**src/rtl/uart_pkg.sv**
```systemverilog
// ---------------------------------------------------------------------------
// uart_pkg
//   Shared types and constants for the UART receive path.
//   - uart_rx_state_t : receiver FSM state encoding
//   - uart_div()      : baud prescaler divisor, rounded to nearest
//   - uart_maj3()     : 2-of-3 majority vote used for bit decisions
//   - UART_OVS        : oversampling factor (sub-bit ticks per bit)
//   - UART_S0/S1/S2   : sub-bit sample points, decision taken at UART_S2
// ---------------------------------------------------------------------------
package uart_pkg;

    localparam int UART_OVS = 16;
    localparam int UART_S0  = 7;
    localparam int UART_S1  = 8;
    localparam int UART_S2  = 9;

    typedef enum logic [2:0] {
        RX_IDLE   = 3'd0,
        RX_START  = 3'd1,
        RX_DATA   = 3'd2,
        RX_PARITY = 3'd3,
        RX_STOP   = 3'd4,
        RX_BRK    = 3'd5
    } uart_rx_state_t;

    // Rounded integer division: (clk + 8*baud) / (16*baud).
    function automatic int uart_div(input int clk_hz, input int baud);
        return (clk_hz + 8 * baud) / (16 * baud);
    endfunction

    function automatic logic uart_maj3(input logic a, input logic b, input logic c);
        return (a & b) | (a & c) | (b & c);
    endfunction

endpackage

```
**src/rtl/uart_fifo_sa.sv**
```systemverilog
// ---------------------------------------------------------------------------
// uart_fifo_sa
//   Show-ahead synchronous FIFO, distributed-RAM array plus pointers.
//   The head entry is always presented on o_dout from a register, so o_dout
//   reflects a push into an empty FIFO, or a pop, on the cycle after the edge.
//
// Ports
//   i_clk    : clock
//   i_rst_n  : synchronous active-low reset (pointers and o_dout only)
//   i_push   : write request; accepted when not full, or when full with an
//              effective pop in the same cycle
//   i_din    : write data
//   o_full   : FIFO holds 2**AW entries
//   i_pop    : read request; ignored while empty
//   o_dout   : registered head entry, meaningful while !o_empty
//   o_empty  : FIFO holds no entries
// ---------------------------------------------------------------------------
module uart_fifo_sa #(
    parameter int W  = 8,
    parameter int AW = 4
) (
    input  logic         i_clk,
    input  logic         i_rst_n,
    input  logic         i_push,
    input  logic [W-1:0] i_din,
    output logic         o_full,
    input  logic         i_pop,
    output logic [W-1:0] o_dout,
    output logic         o_empty
);

    localparam int DEPTH = 1 << AW;

    logic [W-1:0] r_mem [0:DEPTH-1];
    logic [AW:0]  r_wr;
    logic [AW:0]  r_rd;
    logic [W-1:0] r_dout;

    logic         w_full;
    logic         w_empty;
    logic         w_do_pop;
    logic         w_do_push;
    logic [AW:0]  w_rd_next;

    // Pointers carry one extra wrap bit to tell full from empty.
    assign w_full    = (r_wr[AW] != r_rd[AW]) && (r_wr[AW-1:0] == r_rd[AW-1:0]);
    assign w_empty   = (r_wr == r_rd);
    assign w_do_pop  = i_pop & ~w_empty;
    assign w_do_push = i_push & (~w_full | w_do_pop);
    assign w_rd_next = r_rd + {{AW{1'b0}}, w_do_pop};

    always_ff @(posedge i_clk) begin
        if (w_do_push) begin
            r_mem[r_wr[AW-1:0]] <= i_din;
        end
    end

    always_ff @(posedge i_clk) begin
        if (!i_rst_n) begin
            r_wr   <= '0;
            r_rd   <= '0;
            r_dout <= '0;
        end else begin
            if (w_do_push) begin
                r_wr <= r_wr + 1'b1;
            end
            r_rd <= w_rd_next;
            // The next head is being written this very cycle when the FIFO
            // is (or becomes) down to the entry under the write pointer:
            // forward the incoming data instead of the stale array word.
            if (w_do_push && (r_wr[AW-1:0] == w_rd_next[AW-1:0])) begin
                r_dout <= i_din;
            end else begin
                r_dout <= r_mem[w_rd_next[AW-1:0]];
            end
        end
    end

    assign o_full  = w_full;
    assign o_empty = w_empty;
    assign o_dout  = r_dout;

endmodule

```
**src/rtl/uart_rx_fifo8.sv**
```systemverilog
// ---------------------------------------------------------------------------
// uart_rx_fifo8
//   UART receiver, 8 data bits LSB first, 1 stop bit, 16x oversampling with
//   2-of-3 majority voting around mid-bit, feeding a show-ahead FIFO.
//   Optional even parity bit when the macro UART_RX_PARITY_EN is defined;
//   without it the receiver is strictly 8N1.
//
// Handshake: the FIFO head is offered on dout while valid=1; the consumer
//   takes it by holding read=1 for one clock while valid=1. read with
//   valid=0 is ignored. There is no back-pressure on the line: a byte that
//   arrives while the FIFO is full and not being popped is dropped.
//
// Ports
//   m_clock     : sole clock
//   p_reset_n   : synchronous active-low reset
//   UART_RX     : raw asynchronous serial input, idle high
//   dout        : FIFO head byte
//   valid       : FIFO not empty
//   read        : pop request
//   framing_err : sticky, bad stop bit (or bad parity)
//   overrun     : sticky, byte dropped on full FIFO
//   err_clr     : clears both sticky flags; a same-cycle set wins
//   busy        : registered, receiver FSM not idle
//   dbg_state   : current receiver FSM state (uart_rx_state_t encoding)
// ---------------------------------------------------------------------------
module uart_rx_fifo8
    import uart_pkg::*;
#(
    parameter int CLK_HZ  = 50000000,
    parameter int BAUD    = 115200,
    parameter int FIFO_AW = 4
) (
    input  logic       m_clock,
    input  logic       p_reset_n,
    input  logic       UART_RX,
    output logic [7:0] dout,
    output logic       valid,
    input  logic       read,
    output logic       framing_err,
    output logic       overrun,
    input  logic       err_clr,
    output logic       busy,
    output logic [2:0] dbg_state
);

    localparam int DIV = uart_div(CLK_HZ, BAUD);
    localparam int PW  = (DIV > 1) ? $clog2(DIV) : 1;

    // ---------------- synchronizer and edge detect ----------------
    logic r_sync1;
    logic r_sync2;
    logic r_rxs_d;
    logic w_rxs;
    logic w_fall;

    assign w_rxs  = r_sync2;
    assign w_fall = r_rxs_d & ~w_rxs;

    always_ff @(posedge m_clock) begin
        if (!p_reset_n) begin
            r_sync1 <= 1'b1;
            r_sync2 <= 1'b1;
            r_rxs_d <= 1'b1;
        end else begin
            r_sync1 <= UART_RX;
            r_sync2 <= r_sync1;
            r_rxs_d <= r_sync2;
        end
    end

    // ---------------- state, prescaler, sub-bit counter ----------------
    uart_rx_state_t r_state;
    uart_rx_state_t w_next;

    logic [PW-1:0] r_pre;
    logic [3:0]    r_sc;
    logic [2:0]    r_bitidx;
    logic [7:0]    r_sr;
    logic          r_s0;
    logic          r_s1;
    logic          r_busy;
    logic          r_fe;
    logic          r_ov;

    logic          w_start;
    logic          w_tick;
    logic          w_dec;
    logic          w_bit;
    logic          w_bit_end;
    logic          w_push;
    logic          w_set_fe;
    logic          w_set_ov;
    logic          w_full;
    logic          w_empty;

    assign w_start   = (r_state == RX_IDLE) && w_fall;
    assign w_tick    = (r_pre == PW'(DIV - 1));
    assign w_dec     = w_tick && (r_sc == 4'(UART_S2));
    assign w_bit     = uart_maj3(r_s0, r_s1, w_rxs);
    assign w_bit_end = w_tick && (r_sc == 4'(UART_OVS - 1));

    // Process 1: state register.
    always_ff @(posedge m_clock) begin
        if (!p_reset_n) begin
            r_state <= RX_IDLE;
        end else begin
            r_state <= w_next;
        end
    end

    // Process 2: next-state logic.
    always_comb begin
        w_next = r_state;
        case (r_state)
            RX_IDLE: begin
                if (w_fall) begin
                    w_next = RX_START;
                end
            end
            RX_START: begin
                // A start bit that votes high at mid-bit was a glitch.
                if (w_dec && w_bit) begin
                    w_next = RX_IDLE;
                end else if (w_bit_end) begin
                    w_next = RX_DATA;
                end
            end
            RX_DATA: begin
                if (w_bit_end && (r_bitidx == 3'd7)) begin
`ifdef UART_RX_PARITY_EN
                    w_next = RX_PARITY;
`else
                    w_next = RX_STOP;
`endif
                end
            end
`ifdef UART_RX_PARITY_EN
            RX_PARITY: begin
                if (w_bit_end) begin
                    w_next = RX_STOP;
                end
            end
`endif
            RX_STOP: begin
                // Leave at mid-stop so the next start edge is caught even
                // when the transmitter runs slightly fast.
                if (w_dec) begin
                    w_next = w_bit ? RX_IDLE : RX_BRK;
                end
            end
            RX_BRK: begin
                if (w_rxs) begin
                    w_next = RX_IDLE;
                end
            end
            default: w_next = RX_IDLE;
        endcase
    end

    // ---------------- optional parity check ----------------
`ifdef UART_RX_PARITY_EN
    logic r_par_err;
    logic w_par_bad;

    // Even parity: data bits XOR parity bit must be zero.
    assign w_par_bad = (r_state == RX_PARITY) && w_dec && ((^r_sr) ^ w_bit);

    always_ff @(posedge m_clock) begin
        if (!p_reset_n) begin
            r_par_err <= 1'b0;
        end else if (r_state == RX_START) begin
            r_par_err <= 1'b0;
        end else if (w_par_bad) begin
            r_par_err <= 1'b1;
        end
    end
`endif

    // Process 3: outputs of the FSM (push request and error events).
    always_comb begin
        w_push   = 1'b0;
        w_set_fe = 1'b0;
        if ((r_state == RX_STOP) && w_dec) begin
            if (w_bit) begin
`ifdef UART_RX_PARITY_EN
                w_push = ~r_par_err;
`else
                w_push = 1'b1;
`endif
            end else begin
                w_set_fe = 1'b1;
            end
        end
`ifdef UART_RX_PARITY_EN
        if (w_par_bad) begin
            w_set_fe = 1'b1;
        end
`endif
    end

    // A full FIFO always has a head, so read alone means an effective pop.
    assign w_set_ov = w_push & w_full & ~read;

    // ---------------- timing and datapath registers ----------------
    always_ff @(posedge m_clock) begin
        if (!p_reset_n) begin
            r_pre    <= '0;
            r_sc     <= '0;
            r_bitidx <= '0;
            r_sr     <= '0;
            r_s0     <= 1'b1;
            r_s1     <= 1'b1;
            r_busy   <= 1'b0;
        end else begin
            // Re-phase the prescaler on the start edge so ticks line up
            // with the incoming bit cells.
            if (w_start || w_tick) begin
                r_pre <= '0;
            end else begin
                r_pre <= r_pre + 1'b1;
            end

            if (r_state == RX_IDLE) begin
                r_sc <= '0;
            end else if (w_tick) begin
                r_sc <= r_sc + 1'b1;
            end

            if (w_tick && (r_sc == 4'(UART_S0))) begin
                r_s0 <= w_rxs;
            end
            if (w_tick && (r_sc == 4'(UART_S1))) begin
                r_s1 <= w_rxs;
            end

            if (r_state == RX_START) begin
                r_bitidx <= '0;
            end else if ((r_state == RX_DATA) && w_bit_end) begin
                r_bitidx <= r_bitidx + 1'b1;
            end

            // LSB arrives first: shift right, new bit enters at the top.
            if ((r_state == RX_DATA) && w_dec) begin
                r_sr <= {w_bit, r_sr[7:1]};
            end

            r_busy <= (w_next != RX_IDLE);
        end
    end

    // ---------------- sticky flags ----------------
    always_ff @(posedge m_clock) begin
        if (!p_reset_n) begin
            r_fe <= 1'b0;
            r_ov <= 1'b0;
        end else begin
            if (w_set_fe) begin
                r_fe <= 1'b1;
            end else if (err_clr) begin
                r_fe <= 1'b0;
            end
            if (w_set_ov) begin
                r_ov <= 1'b1;
            end else if (err_clr) begin
                r_ov <= 1'b0;
            end
        end
    end

    // ---------------- receive FIFO ----------------
    uart_fifo_sa #(
        .W  (8),
        .AW (FIFO_AW)
    ) u_fifo (
        .i_clk   (m_clock),
        .i_rst_n (p_reset_n),
        .i_push  (w_push),
        .i_din   (r_sr),
        .o_full  (w_full),
        .i_pop   (read),
        .o_dout  (dout),
        .o_empty (w_empty)
    );

    assign valid       = ~w_empty;
    assign framing_err = r_fe;
    assign overrun     = r_ov;
    assign busy        = r_busy;
    assign dbg_state   = r_state;

endmodule
```
**config.mk**
```make
export PLATFORM = sky130hd
export DESIGN_NAME = uart_rx_fifo8
export DESIGN_NICKNAME = d
export VERILOG_FILES = /design/src/rtl/uart_pkg.sv /design/src/rtl/uart_fifo_sa.sv /design/src/rtl/uart_rx_fifo8.sv
export SDC_FILE = /design/constraint.sdc
export NUM_CORES = 1
export LEC_CHECK = 0
export CAP_MARGIN = 20
export CORE_MARGIN = 4
export CORE_UTILIZATION = 45
export DETAILED_ROUTE_END_ITERATION = 10
export DONT_BUFFER_PORTS = 1
export PLACE_DENSITY = 0.6
export SLEW_MARGIN = 30
export SYNTH_ARGS = -nofsm -noshare
export SYNTH_HDL_FRONTEND = slang
export SYNTH_SLANG_ARGS = --single-unit
```
**constraint.sdc**
```tcl
create_clock -name m_clock -period 4.3 [get_ports m_clock]
set_input_delay 0.86 -clock m_clock [delete_from_list [all_inputs] [get_ports m_clock]]
set_output_delay 0.86 -clock m_clock [all_outputs]
set_load 0.01 [all_outputs]
```
# [Yosys cells after proc, flatten, opt, wreduce, memory -nomap -nowiden]
# Memories as Yosys holds them, arrays and structs flattened. A register that Yosys moved wholly into a read port is not among the register bits.
# Cells that the tools add are included.
# Widths: inputs -> output; s select.
[totals] register_bits=41 ramBits=128 out_inout_bits=15 wordCells=87 n_memories=1
[op_classes] n_addsub=5 n_eq_ne=13 muxes=17 bitwise_logic=16 reduce_logical=20
[mem_list] memory="u_fifo.r_mem" depth=16 width=8 rd=1 rd_clocked_by_memory_dff=1 write_ports=1 line="uart_fifo_sa.sv:34" source="logic [W-1:0] r_mem [0:DEPTH-1];"
[op_table] op="$mux 3" count=7
[op_table] op="$pmux 3 s5" count=1
[op_table] op="$eq 4x4->1 const B" count=3
[op_table] op="$logic_and 1x1->1" count=11
[op_table] op="$add 5x1->5 const B" count=2
[op_table] op="$eq 3x3->1 const B" count=3
[op_table] op="$mux 1" count=9
[op_table] op="$and 1x1->1" count=8
[op_table] op="$reduce_or 2->1" count=3
[op_table] op="$add 5x1->5" count=1
[op_table] op="$eq 5x5->1" count=1
[op_table] op="$eq 5x5->1 const B" count=1
[op_table] op="$not 1->1" count=5
[op_table] op="$add 4x1->4 const B" count=1
[op_table] op="$eq 4x3->1 const B" count=1
[op_table] op="$eq 4x4->1" count=1
[op_table] op="$reduce_bool 2->1" count=2
[op_table] op="$add 3x1->3 const B" count=1
[op_table] op="$eq 3x1->1 const B" count=1
[op_table] op="$eq 3x2->1 const B" count=1
[op_table] op="$logic_not 3->1" count=1
[op_table] op="$or 1x1->1" count=3
[op_table] op="$reduce_bool 3->1" count=1
[op_table] op="$logic_not 1->1" count=1
[op_table] op="other kinds (2)" count=2

# [Longest topological paths before layout]
[logic_depth] ltp_word=8 depth_mapped=14

# [Hierarchy]
# From an unflattened synthesis, not the netlist that was laid out.
[hier_totals] cells_unflattened=450 hier_area_um2=7435.9
[by_module_without_submodules] mod="uart_fifo_sa" n_inst=1 cells_each=306 area_each_um2=5973.2
[by_module_without_submodules] mod="uart_rx_fifo8" n_inst=1 cells_each=144 area_each_um2=1462.7

# [Worst setup path after synthesis]
# Ideal clock, no wire load.
[synth_path] path_kind="flip-flop to flip-flop" from="register u_fifo.r_wr[2]" to="register u_fifo.r_dout[2], in the netlist u_fifo.o_dout[2] (read register of u_fifo.r_mem)" setup_time_ps=127 arrival_ps=2921 required_time_ps=4173 setup_slack_ps=1253 stages_incl_launch_ff=15 path_buffers=3 period_less_slack_ps=3047 cell_sequence="dfxtp_1 > buf_6 > xor2_1 > nor4_4 > nand2_1 > and2_1 > ha_1 > ha_1 > buf_2 > buf_1 > mux4_2 > nand2_1 > nand2_1 > o21ai_0 > o22ai_1"
[synth_via] elab_chain_len=4
[synth_rtl] item="from (decl)" line="uart_fifo_sa.sv:35" source="logic [AW:0] r_wr;"
[synth_rtl] item="from (signal assigned)" line="uart_fifo_sa.sv:65" source="r_wr <= r_wr + 1'b1;"
[synth_rtl] item="$eq 5x5->1" line="uart_fifo_sa.sv:47" source="assign w_empty = (r_wr == r_rd);"
[synth_rtl] item="$not 1->1"
[synth_rtl] item="via valid" line="uart_rx_fifo8.sv:37" source="output logic valid,"
[synth_rtl] item="$and 1x1->1" line="uart_fifo_sa.sv:48" source="assign w_do_pop = i_pop & ~w_empty;"
[synth_rtl] item="$add 5x1->5" line="uart_fifo_sa.sv:50" source="assign w_rd_next = r_rd + {{AW{1'b0}}, w_do_pop};"
[synth_rtl] item="via u_fifo.w_rd_next[1]" line="uart_fifo_sa.sv:43" source="logic [AW:0] w_rd_next;"
[synth_rtl] item="to (decl)" line="uart_fifo_sa.sv:37" source="logic [W-1:0] r_dout;"
# The timed path passes the listed nets, and every way through them passes these cells.
# A chain may end at the register's enable or synchronous reset.

# [Worst setup path after layout]
[layout_path] from="register u_fifo.r_wr[2]" to="register u_fifo.r_dout[4], in the netlist u_fifo.o_dout[4] (read register of u_fifo.r_mem)"
# Same word-level chain as after synthesis.

==> results.md <==
- Status: completed
- Syn Area/Cell: 15.1 µm²
- Die width: 135 µm
- Reg2Reg Setup Slack: 0.72 ns
- Row count: 46
- Hold Startpoint: r_sync1$_SDFF_PN1_
- Port Buffer Count: 0
- Worst reg2reg path startpoint: u_fifo.r_wr[2]$_SDFFE_PN0P_
- Sw frac: 19.1%
- Post-DP HPWL: 9130 µm
- Pre-CTS setup slack: 0.687 ns
- Clock sinks: 177
- Fmax achieved: 279 MHz
- Postcts setup bufs: 0
- Reg-to-reg endpoint: u_fifo.o_dout[4]$_SDFF_PN0_
- Synth area leaders: edfxtp_1 (53%), dfxtp_1 (14%), mux4_2 (9.9%)
- Setup TNS: 0 ns
- Cells after Synth: 481
- Mapped cell area: 0.00725 mm²
- DRT antenna net count: 0
- Switching power of the nets: 636 µW
- Clk_skew: 0.00932 ns
- Adder-cell area share of the yosys netlist: 2.38%
- Most frequent cell after synthesis: edfxtp_1
- Synth unique cells: 50
- Post-route setup slack: 0.719 ns
- Share of layout cells above drive strength 1: 15.7%
- Cell depth of the worst hold path: 1
- Reg2reg path depth: 10
- Largest family of logic cells by synthesized area: multiplexers
- Worst Max-Slew Pin Slew: 0.880 ns
- Total gr overflow: 0
- Synth area leader: edfxtp_1
- Yosys warning total: 0
- Root buffer cell: clkbuf_16
- Leakage: 2.81 nW
- Die area: 0.0182 mm²
- First-pass GRT wire length: 23,200 µm
- Cts repair resizes: 0
- Via count of the first global-routing pass: 3,976
- Peak VDD IR: 0.283 mV
- Hold EP: r_sync2$_SDFF_PN1_
- Clk pin slew, worst setup/hold paths: 0.06 ns
- Max Fanout on Critical Path: 14
- Commonest register cell after synthesis: edfxtp_1
- Power, Total: 3.33 mW
- WP data required: 4.59 ns
- Clk network pwr share: 45.0%
- Number of antenna diodes: 0
- Number of I/O pins: 20
- #FFs+latches synth: 177
- First DRT Iteration DRCs: 291
- Final Hold Viols: 0
- Simple-gate share of the synthesized area: 10.9%
- Mux cell area share after synthesis: 11.7%
- CTS tree: done
- Final Util: 50.9%
- Top cell type's share of synthesized area: 53.0%
- Initial Util: 45.8%
- Num CTS Buffers: 17
- CP arrival: 3.87 ns
- Final Cycle Share: 83.3%
- Core area: 0.0158 mm²
- Crit. End Element: flop
- NumNets Final: 503
- Largest net degree at the start of global routing: 39
- Worst Setup Start Kind: flop
- Kind of critical path: reg2reg
- Via total after detailed routing: 3,956
- Worst min-delay path class: reg2reg
- Post-synth net total: 499
- Synth Area in XOR/XNOR: 2.86%
- RePlAce Congestion: 0.797
- Slew margin rel.: 41.3%
- Hold Buf Count CTS: 0
- Post-DR wirelength/cell: 20.8 µm
- Number of enable flip-flop cells after synthesis: 128
- Sequential fraction of the synthesis area: 66.5%
- Pwr dens: 414 mW/mm²
- Final Max Slew Viols: 0
- Max Cap Viol: 0
- Gate power share: 0.5%
- Sequential power share: 54.5%
- DR vias/cell: 5.54
- Clk Latency, worst-skew pair: 0.42 ns
- Die height: 135 µm
- CTS max path bufs: 2
- DR pass1 iterations: 5
- RSZ-0062 raised after global routing: false
- Endpoints failing setup: 0
- Post-Route WL: 14,800 µm
- Leading cell types by count after synthesis: edfxtp_1 (128), nand2_1 (66), dfxtp_1 (49)
- Final min period: 3.58 ns
- P&R area growth vs syn: 11.1%
- H-tree depth: 4
- Initial antenna violation count: 0
- Hold Slack: 0.408 ns
- Synth Area in Compound Gates: 3.57%
- Gr usage total: 17.3%
- Drt drc: 0
- Internal power: 2.70 mW
- Post-synth ARST share: 0%
-- area by class of cell --
class / instances / area (µm²)
Clock inverter: 11 / 113
Timing Repair Buffer: 7 / 77.6
Sequential cell: 177 / 4820
Multi-Input combinational cell: 274 / 2290
Tap cell: 216 / 270
Fill cell: 1305 / 7770
Clock buffer: 21 / 460
Inverter: 8 / 30.0
-- flip-flops by register name, summed over array words and instances, names as in the netlist --
signal and flops:
r_pre 5, u_fifo.r_rd 5, overrun 1, r_bitidx 3
u_fifo.r_wr 5, r_s0 1, busy 1, framing_err 1
r_sc 4, r_s1 1, u_fifo.o_dout 8, r_sr 8
r_rxs_d 1, dbg_state 3, r_sync2 1, r_sync1 1
u_fifo.r_mem 128
-- metrics by stage --
step / cell area (µm²) / instances
2_1_floorplan: 7250 / 481
3_3_place_gp: 7490 / 682
3_5_place_dp: 7490 / 682
4_1_cts: 8060 / 714
5_1_grt: 8060 / 714
6_report: 8060 / 714
-- kinds of logic after synthesis --
| logic type | count (synthesis) |
|---|---|
| mux | 45 |
| compound gates | 38 |
| fa+ha+maj | 14 |
| simple gates | 155 |
| flops | 177 |
| buf+inv | 30 |
| xor+xnor | 22 |
-- power by group through the flow --
| stage | clock network (mW) | registers [mW] | logic (mW) |
|---|---|---|---|
| 4_1_cts | 1.52 | 1.82 | 0.0164 |
| 3_3_place_gp | 0 | 1.86 | 0.0157 |
| 3_5_place_dp | 0 | 1.86 | 0.0164 |
| 2_1_floorplan | 0 | 1.85 | 0.0176 |
| 5_1_grt | 1.60 | 1.82 | 0.0185 |
| 6_report | 1.50 | 1.82 | 0.0165 |
-- how the worst max path moves through the flow --
| stage | from | end | cells past startpoint |
|---|---|---|---|
| floorplan | u_fifo.r_wr[2]$_SDFFE_PN0P_ | u_fifo.o_dout[2]$_SDFF_PN0_ | 14 |
| global placement | u_fifo.r_wr[2]$_SDFFE_PN0P_ | u_fifo.o_dout[4]$_SDFF_PN0_ | 11 |
| detailed placement | u_fifo.r_wr[2]$_SDFFE_PN0P_ | u_fifo.o_dout[4]$_SDFF_PN0_ | 12 |
| CTS | u_fifo.r_wr[2]$_SDFFE_PN0P_ | u_fifo.o_dout[4]$_SDFF_PN0_ | 12 |
| global route | u_fifo.r_wr[2]$_SDFFE_PN0P_ | u_fifo.o_dout[7]$_SDFF_PN0_ | 11 |
| finish | u_fifo.r_wr[2]$_SDFFE_PN0P_ | u_fifo.o_dout[4]$_SDFF_PN0_ | 10 |
-- cells in the final DEF, fill, tap and decap left out, types with 3 or more instances in the layout --
master      instances
xor2_1             13
o21ai_0             9
and2_1             12
and3_1             16
nand2_1            66
clkinv_2            6
mux2i_1            13
nor2b_1            13
ha_1               12
a211oi_1            3
nor3_1              3
nand2b_1            3
o22ai_1             8
clkbuf_16          17
edfxtp_1          128
inv_1               8
dfxtp_1            49
buf_4               5
nor2_1             17
xnor2_1             7
a21oi_1             3
mux4_2             32
nand3_1            14
clkinvlp_4          3
-- per-layer routing --
layer	up-vias	global-route usage [%]	routed length, µm
met3	15	5.40	694
met2	86	26.8	7080
li1	1807	-	-
met5	-	0	0
met1	2048	23.6	6790
met4	0	5.32	251
-- worst max-delay path, stage by stage (launching register included) --
cell and delay [ns]:
dfxtp_1 0.48, xor2_1 0.16, nor4_4 0.41, nand2_1 0.21, and2_1 0.21, ha_2 0.19, ha_1 0.79, xor2_1 0.16
nor4_2 0.33, a21bo_1 0.33, o22ai_1 0.17
Power figures use the tool's default switching activity.
